===== config.mk =====
export PLATFORM = sky130hd
export DESIGN_NAME = reg_file_mp_flat
export DESIGN_NICKNAME = d
export VERILOG_FILES = /design/src/rtl/reg_file_mp_if.sv /design/src/rtl/reg_file_mp.sv /design/src/flat_wrapper.sv
export SDC_FILE = /design/constraint.sdc
export NUM_CORES = 1
export LEC_CHECK = 0
export BUFFER_PORTS_ARGS = -buffer_cell sky130_fd_sc_hd__buf_2
export CAP_MARGIN = 30
export CORE_AREA = 2 2 341 343
export CTS_CLUSTER_SIZE = 8
export DETAILED_ROUTE_END_ITERATION = 12
export DIE_AREA = 0 0 343 345
export SKIP_LAST_GASP = 1
export SLEW_MARGIN = 20
export SYNTH_ARGS = -nofsm -noshare
export SYNTH_HDL_FRONTEND = slang
export SYNTH_SLANG_ARGS = --single-unit

===== constraint.sdc =====
create_clock -name i_clk -period 4.04 [get_ports i_clk]
set_input_delay 0.202 -clock i_clk [delete_from_list [all_inputs] [get_ports i_clk]]
set_output_delay 0.202 -clock i_clk [all_outputs]
set_load 0.01 [all_outputs]

===== src/rtl/reg_file_mp_if.sv =====
// Register-file access bus: one write port, NRD read ports sharing a read
// enable, plus the ready flag raised once the post-reset clear has finished.
interface reg_file_mp_if #(
  parameter int XLEN = 32,
  parameter int AW   = 5,
  parameter int NRD  = 2
);
  logic                we;
  logic [AW-1:0]       wa;
  logic [XLEN-1:0]     wd;
  logic                re;
  logic [NRD*AW-1:0]   ra;
  logic [NRD*XLEN-1:0] rd;
  logic                ready;

  modport master (output we, wa, wd, re, ra, input  rd, ready);
  modport slave  (input  we, wa, wd, re, ra, output rd, ready);
endinterface


===== src/rtl/reg_file_mp.sv =====
// Multi-read-port register file: one write port, NRD registered read ports
// with same-cycle write bypass, optional hard-wired zero register, clear-on-reset.
module reg_file_mp_lane #(
  parameter int XLEN    = 32,
  parameter int AW      = 5,
  parameter int ZERO_R0 = 1
) (
  input  logic            i_clk,
  input  logic            i_rst_n,
  input  logic            i_en,
  input  logic [AW-1:0]   i_ra,
  input  logic            i_we,
  input  logic [AW-1:0]   i_wa,
  input  logic [XLEN-1:0] i_wd,
  input  logic [XLEN-1:0] i_rf,
  output logic [XLEN-1:0] o_rd
);
  logic [XLEN-1:0] r_rd;

  // Zero register wins over bypass so a dropped write to r0 never leaks through.
  always_ff @(posedge i_clk) begin
    if (!i_rst_n)                             r_rd <= '0;
    else if (i_en) begin
      if ((ZERO_R0 != 0) && (i_ra == '0))     r_rd <= '0;
      else if (i_we && (i_wa == i_ra))       r_rd <= i_wd;
      else                                    r_rd <= i_rf;
    end
  end

  assign o_rd = r_rd;
endmodule

module reg_file_mp #(
  parameter int XLEN    = 32,
  parameter int AW      = 5,
  parameter int NRD     = 2,
  parameter int ZERO_R0 = 1
) (
  input  logic          i_clk,
  input  logic          i_rst_n,
  reg_file_mp_if.slave  bus
);
  localparam int NREG = 1 << AW;

  typedef enum logic {S_CLEAR, S_RUN} state_t;

  state_t                      r_state, w_state_nxt;
  logic [AW:0]                 r_clr_cnt, w_clr_cnt_nxt;
  logic                        r_ready, w_ready_nxt;
  logic [XLEN-1:0]             r_rf [NREG];
  logic                        w_run_wr;
  logic                        w_rd_en;
  logic [NRD-1:0][AW-1:0]      w_ra;
  logic [NRD-1:0][XLEN-1:0]    w_rd;

  always_comb begin
    w_state_nxt   = r_state;
    w_clr_cnt_nxt = r_clr_cnt;
    w_ready_nxt   = r_ready;
    case (r_state)
      S_CLEAR: begin
        w_clr_cnt_nxt = r_clr_cnt + 1'b1;
        if (r_clr_cnt[AW-1:0] == {AW{1'b1}}) begin
          w_state_nxt = S_RUN;
          w_ready_nxt = 1'b1;
        end
      end
      S_RUN:   ;
      default: w_state_nxt = S_CLEAR;
    endcase
  end

  always_ff @(posedge i_clk) begin
    if (!i_rst_n) begin
      r_state   <= S_CLEAR;
      r_clr_cnt <= '0;
      r_ready   <= 1'b0;
    end else begin
      r_state   <= w_state_nxt;
      r_clr_cnt <= w_clr_cnt_nxt;
      r_ready   <= w_ready_nxt;
    end
  end

  assign w_run_wr = bus.we && !((ZERO_R0 != 0) && (bus.wa == '0));
  assign w_rd_en  = (r_state == S_RUN) && bus.re;

  // Storage has no reset of its own; the clear walk defines every entry.
  always_ff @(posedge i_clk) begin
    if (i_rst_n) begin
      if (r_state == S_CLEAR)  r_rf[r_clr_cnt[AW-1:0]] <= '0;
      else if (w_run_wr)       r_rf[bus.wa]            <= bus.wd;
    end
  end

  assign w_ra = bus.ra;

  for (genvar g = 0; g < NRD; g++) begin : g_lane
    reg_file_mp_lane #(.XLEN(XLEN), .AW(AW), .ZERO_R0(ZERO_R0)) u_lane (
      .i_clk   (i_clk),
      .i_rst_n (i_rst_n),
      .i_en    (w_rd_en),
      .i_ra    (w_ra[g]),
      .i_we    (bus.we),
      .i_wa    (bus.wa),
      .i_wd    (bus.wd),
      .i_rf    (r_rf[w_ra[g]]),
      .o_rd    (w_rd[g])
    );
  end

  assign bus.rd    = w_rd;
  assign bus.ready = r_ready;
endmodule


===== src/flat_wrapper.sv =====
// flat-port wrapper written by rule: the top's interface ports become plain ports
module reg_file_mp_flat 
#(
  parameter int XLEN    = 32,
  parameter int AW      = 5,
  parameter int NRD     = 2,
  parameter int ZERO_R0 = 1
)
  (i_clk, i_rst_n, bus_we, bus_wa, bus_wd, bus_re, bus_ra, bus_rd, bus_ready);
  reg_file_mp_if #(.XLEN(XLEN), .AW(AW), .NRD(NRD)) bus_i ();
  input  logic i_clk;
  input  logic i_rst_n;
  input wire logic [$bits(bus_i.we)-1:0] bus_we;
  input wire logic [$bits(bus_i.wa)-1:0] bus_wa;
  input wire logic [$bits(bus_i.wd)-1:0] bus_wd;
  input wire logic [$bits(bus_i.re)-1:0] bus_re;
  input wire logic [$bits(bus_i.ra)-1:0] bus_ra;
  output wire logic [$bits(bus_i.rd)-1:0] bus_rd;
  output wire logic [$bits(bus_i.ready)-1:0] bus_ready;
  assign bus_i.we = bus_we;
  assign bus_i.wa = bus_wa;
  assign bus_i.wd = bus_wd;
  assign bus_i.re = bus_re;
  assign bus_i.ra = bus_ra;
  assign bus_rd = bus_i.rd;
  assign bus_ready = bus_i.ready;
  reg_file_mp #(.XLEN(XLEN), .AW(AW), .NRD(NRD), .ZERO_R0(ZERO_R0)) u_core (.i_clk(i_clk), .i_rst_n(i_rst_n), .bus(bus_i));
endmodule

Word level (Yosys, flattened, before mapping)
Memory sizes are Yosys's and may differ from the RTL's.
Index checks and enable logic that the tools add are counted.
{ "word_totals": {"ramBits": 1024, "latch_bits": 0, "register_bits": 72, "memories": 1, "mem_bits_ro": 0} }
{ "mem_list": {"columns": ["memory", "words", "word_bits", "read_ports", "rd_clocked_by_memory_dff", "wr", "line", "rtl"], "rows": [
  ["u_core.r_rf", 32, 32, 2, 0, 1, "reg_file_mp.sv:50", "logic [XLEN-1:0] r_rf [NREG];"]
]} }
{ "classes": {"multipliers": 0, "bitwise_logic": 1, "order_cmp": 0, "div": 0, "mux": 16, "shift": 0, "n_eq_ne": 3, "n_reduce_logical": 10, "n_addsub": 1} }
{ "ops": {"columns": ["cell", "count"], "rows": [
  ["2-to-1 mux 32 bit", 5],
  ["OR reduction 32 bit", 1],
  ["zero test 5 bit", 3],
  ["== test 5 bit", 2],
  ["2-to-1 mux 1 bit", 10],
  ["adder 6 x 1 -> 6 bit (second input constant)", 1],
  ["== test 5 bit (second input constant)", 1],
  ["2-to-1 mux 5 bit", 1],
  ["logical AND 1 bit", 4],
  ["AND reduction 2 bit", 1],
  ["zero test 1 bit", 1],
  ["NOT 1 bit", 1]
]} }

Depth between registers and ports, before layout
{ "logic_depth": {"word_depth": 9, "mapped_depth": 10, "mapped_depth_nobuf": 5} }

By module
From an unflattened synthesis, not the netlist that was laid out.
{ "hier_totals": {"hier_cells": 3903, "area_unflattened_um2": 52877.0} }
{ "by_module_without_submodules": {"columns": ["mod", "area_each_um2", "cells_each", "instances", "seq_area_each_um2"], "rows": [
  ["reg_file_mp", 49723.9, 3517, 1, 30889.6],
  ["reg_file_mp_lane", 1576.5, 193, 2, 640.6]
]} }

Worst setup path after synthesis
OpenSTA, ideal clock, no wires.
{ "synth_timing": {"path_type": "input port to flip-flop", "startpoint": "input i_rst_n", "endpoint": "memory u_core.r_rf[18][0], enable pin", "arrival_time_ps": 2933, "path_slack_ps": 686, "required_time_ps": 3619, "cell_stages": 7, "cell_sequence": "clkbuf_1 nand3_1 a21oi_1 buf_2 mux2i_1 nand2_1 nor2_1"} }
{ "synth_between": {"elab_chain_len": 4, "elab_cells_between_ends": 7, "classes_between": "mux (6); reduce/logical (1)"} }
{ "synth_lines": {"columns": ["item", "line", "rtl"], "rows": [
  ["from (decl)", "flat_wrapper.sv:12", "input logic i_rst_n;"],
  ["2-to-1 mux 1 bit", "reg_file_mp.sv:90", "if (i_rst_n) begin"],
  ["2-to-1 mux 1 bit (not written as such)", "reg_file_mp.sv:92", "else if (w_run_wr) r_rf[bus.wa] <= bus.wd;"],
  ["OR reduction 32 bit (no line)", null, null],
  ["2-to-1 mux 5 bit (no line) or 2-to-1 mux 1 bit (tied branches)", null, null],
  ["to (decl)", "reg_file_mp.sv:50", null]
]} }
Parallel ways exist; a longest one is shown, timed or not.

Worst setup path in the final report
{ "layout_timing": {"startpoint": "register u_core.r_state", "endpoint": "memory u_core.r_rf[4][6], enable pin"} }
{ "layout_between": {"elab_chain_len": 5, "elab_cells_between_ends": 9, "classes_between": "mux (8); reduce/logical (1)"} }
{ "layout_lines": {"columns": ["item", "line", "rtl"], "rows": [
  ["from (decl)", "reg_file_mp.sv:47", "state_t r_state, w_state_nxt;"],
  ["from (signal assigned)", "reg_file_mp.sv:79", "r_state <= w_state_nxt;"],
  ["2-to-1 mux 1 bit", "reg_file_mp.sv:91", "if (r_state == S_CLEAR) r_rf[r_clr_cnt[AW-1:0]] <= '0;"],
  ["2-to-1 mux 1 bit", "reg_file_mp.sv:90", null],
  ["2-to-1 mux 1 bit (not written as such)", "reg_file_mp.sv:92", null],
  ["OR reduction 32 bit (no line)", null, null],
  ["2-to-1 mux 5 bit (no line) or 2-to-1 mux 1 bit (tied branches)", null, null]
]} }
Parallel ways exist; a longest one is shown, timed or not.

==> key figures <==
Status
  – Status: complete, no violations

Finish
  – Storage element area: 32,200 µm²
  – Layout cells sized above 1: 31.4%
  – Layout fillers: 9,249
  – Fin util: 51.4%
  – Nets: 3,220
  – Multi-input logic area: 18,100 µm²
  – Area delta synth->final: 15.7%

Global route
  – Grt ovf: 0
  – GRT Total Usage: 28.8%
  – Antenna violations before repair: 6
  – Pin count of the biggest net entering global routing: 101
  – Vias in the first global route: 32.9k
  – First-pass GRT wire length: 242,000 µm

Placement
  – Dpl ws: 1.01 ns
  – Port bufs: 115
  – Final GP Congestion: 0.913
  – HPWL Detailed: 104,000 µm

Route
  – Final ANT Viol Nets: 0
  – Drt drc: 0
  – Drt pass-1 iters: 5
  – Iter 0 DRT Violations: 4,725
  – DR WL/cell: 36.0 µm
  – Detailed-route wire length: 172,000 µm
  – Via density: 6.81
  – Vias: 32.6k

Yosys
  – Yosys Warn Count: 0
  – Synth Area in Adders: 0.0489%
  – Synth Area in XOR/XNOR: 0.222%
  – Simple-gate area share of the yosys netlist: 4.05%
  – Mux cell area share after synthesis: 24.4%
  – Compound-Gate Fraction of Synth Area: 5.99%
  – Synth unique cells: 54
  – Syn nets: 3,007
  – Post-synth EDFFs: 1,024
  – Main flop type after synthesis: edfxtp_1
  – Yosys reg bits: 1,095
  – Synthesized instance count: 2,954
  – Largest family of logic cells by synthesized area: multiplexers
  – Mapped Area: 51,200 µm²
  – Sequential cell area fraction in the yosys report: 62.9%
  – Async set-reset flop share out of synthesis: 0%
  – Avg Inst Size Synth: 17.3 µm²

Setup path
  – Worst r2r dst: u_core.r_rf[4][6]
  – CP endpoint: u_core.r_rf[4][6]
  – Crit path from: u_core.r_state
  – WS Path Type: reg2reg
  – WP data required: 4.39 ns
  – Reg2Reg Depth: 7
  – R2r setup slk: 0.97 ns
  – Reg-to-reg startpoint: u_core.r_state
  – Crit path DAT: 3.42 ns
  – Endpoint class of the critical path: flop
  – CP Max Fanout: 32
  – Crit path launch type: flop

Clock network
  – CTS tree: built
  – Post CTS Setup Buffer Count: 0
  – Clock tree sinks: 1,095
  – Root buffer cell: clkbuf_16
  – Clock Pin Slew Worst Setup and Hold Paths: 0.05 ns
  – Cts hold-fix bufs: 35
  – Clock Latency Late Sink: 0.74 ns
  – Post-CTS resize count: 0
  – CTS buffer count: 154
  – H-Tree Depth: 4
  – Max clock buf depth: 3

STA
  – Clk_skew: 0.0262 ns
  – Final min period: 3.07 ns
  – Fin Setup TNS: 0 ns
  – Part of the cycle the worst path needs: 75.9%
  – RSZ-0062 raised after global routing: false
  – # setup viols final: 0
  – Max Slew Vio Count: 0
  – Final worst slack: 0.973 ns
  – Hold Vio Cnt, Final: 0
  – Hold_ws: 0.259 ns
  – Worst Max-Slew Pin Slew: 1.05 ns
  – Achievable clock frequency: 326 MHz
  – Slew headroom: 29.5%

Floorplan
  – Core Region: 115,000 µm²
  – Top-Level Pins: 116
  – Initial Util: 44.5%
  – Die Wd: 343 µm
  – Row count: 125
  – Total Die Area: 118,000 µm²
  – Die H: 345 µm

Flow run
  – Max-Cap Viols: 0

Power and ir drop
  – Maximum VDD drop: 0.000342 V
  – Leak pwr: 0.0214 µW
  – PwrDens: 436 nW/µm²

Min path
  – Path type of the worst min-delay path: in2reg
## routing by layer
layer / share of wire, % / routed length [µm] / vias up / track usage, %
met1: 38 / 66200 / 17100 / 40.0
met2: 45 / 77100 / 2332 / 42.4
met3: 13 / 21800 / 344 / 8.60
li1: - / - / 12800 / -
met5: 0.027 / 46 / - / 0
met4: 4.0 / 6860 / 6 / 11.5
## metrics by stage
stage	cells	cell area [µm²]	total power (µW)
after floorplan	2954	51200	13600
after global routing	4782	59200	26500
after CTS	4775	59100	25900
after global placement	4493	54400	14100
final	4784	59200	25800
after detailed placement	4493	54400	14100
## cells in the mapped netlist, drive strengths merged, types with 2 or more instances
master | count | area (µm²)
edfxtp | 1024 | 30700
mux4 | 380 | 8560
mux2i | 220 | 2200
o22ai | 164 | 1030
mux2 | 152 | 1710
buf | 151 | 911
clkbuf | 89 | 335
nor2 | 88 | 330
nand2 | 85 | 319
o21ai | 77 | 385
dfxtp | 71 | 1420
and2 | 67 | 419
nand2b | 42 | 263
a22o | 36 | 315
nor3 | 36 | 185
a31oi | 35 | 219
o221ai | 33 | 289
a221oi | 31 | 272
or4 | 31 | 233
a22oi | 28 | 210
nor2b | 20 | 125
nand3 | 18 | 90.1
o2111ai | 16 | 140
a21oi | 8 | 40.0
xnor2 | 7 | 61.3
xor2 | 6 | 52.6
a211oi | 5 | 42.5
a221o | 4 | 40.0
o2111a | 4 | 45.0
or2 | 4 | 25.0
and3 | 3 | 18.8
inv | 3 | 11.3
ha | 2 | 25.0
nor3b | 2 | 15.0
nor4 | 2 | 18.8
o211ai | 2 | 20.0
o21a | 2 | 15.0
## worst max-delay path, cell delays in order, from the launching register on
cell,delay (ns)
dfxtp_1,0.55
nand3_1,0.20
a21oi_4,0.29
buf_4,0.31
mux2_2,0.22
nand2_1,0.22
nor2_4,0.14
buf_4,0.68
## registers in the layout, summed over array words and instances, names as in the netlist
| signal | cells |
|---|---|
| u_core.r_state | 1 |
| u_core.g_lane.u_lane.o_rd | 64 |
| u_core.bus.ready | 1 |
| u_core.r_clr_cnt | 5 |
| u_core.r_rf | 1024 |
## worst min path at each step
| stage | start | end | slack, ns | cells after the start |
|---|---|---|---|---|
| finish | bus_ra[8] | u_core.g_lane[1].u_lane.o_rd[29] | 0.26 | 5 |
| global route | bus_ra[8] | u_core.g_lane[1].u_lane.o_rd[2] | 0.25 | 5 |
| CTS | bus_ra[8] | u_core.g_lane[1].u_lane.o_rd[30] | 0.19 | 5 |
| detailed placement | u_core.bus.ready | u_core.bus.ready | 0.46 | 1 |
| global placement | u_core.bus.ready | u_core.bus.ready | 0.46 | 1 |
| floorplan | bus_wd[0] | u_core.g_lane[1].u_lane.o_rd[0] | 0.34 | 2 |
## kinds of logic (layout without fill, tap and decap cells)
| family | Yosys count | count (layout) |
|---|---|---|
| buffers and inverters | 244 | 548 |
| multiplexers | 752 | 752 |
| other | 0 | 2 |
| flip-flops | 1095 | 1095 |
| adder cells (fa/ha/maj) | 2 | 2 |
| XOR/XNOR | 13 | 13 |
| AND/OR/NAND/NOR | 402 | 402 |
| AO/OA/AOI/OAI | 446 | 446 |
## final cells by class
class / instances / share of cell area (%)
Timing Repair Buffer: 297 / 4.43
Multi-Input combinational cell: 1615 / 30.6
Antenna cell: 2 / 0.00845
Sequential cell: 1095 / 54.3
Clock buffer: 239 / 7.19
Tap cell: 1524 / 3.22
Clock inverter: 8 / 0.156
Inverter: 4 / 0.0254
## power by group
part / switching (µW) / total, µW / internal [µW]
combinational: 991 / 1640 / 645
clock: 4700 / 11800 / 7140
sequential: 32.8 / 12300 / 12300
total: 5720 / 25800 / 20100
## placed cells by master, fill, tap and decap left out, types with 28 or more instances in the layout
cell and n:
a31oi_1 32, nand2b_1 40, o22ai_1 164, nor3_1 34
a221oi_1 31, dlygate4sd3_1 35, buf_2 108, nand2_1 83
o21ai_0 77, o221ai_1 33, mux2_2 152, edfxtp_1 1024
clkbuf_1 81, dfxtp_1 71, clkbuf_16 158, and2_1 63
or4_1 31, buf_12 40, a22o_1 36, mux2i_1 220
buf_4 103, nor2_4 33, nor2_1 54, mux4_2 380
a22oi_1 28
No activity file was read; power rests on OpenSTA's default activity.
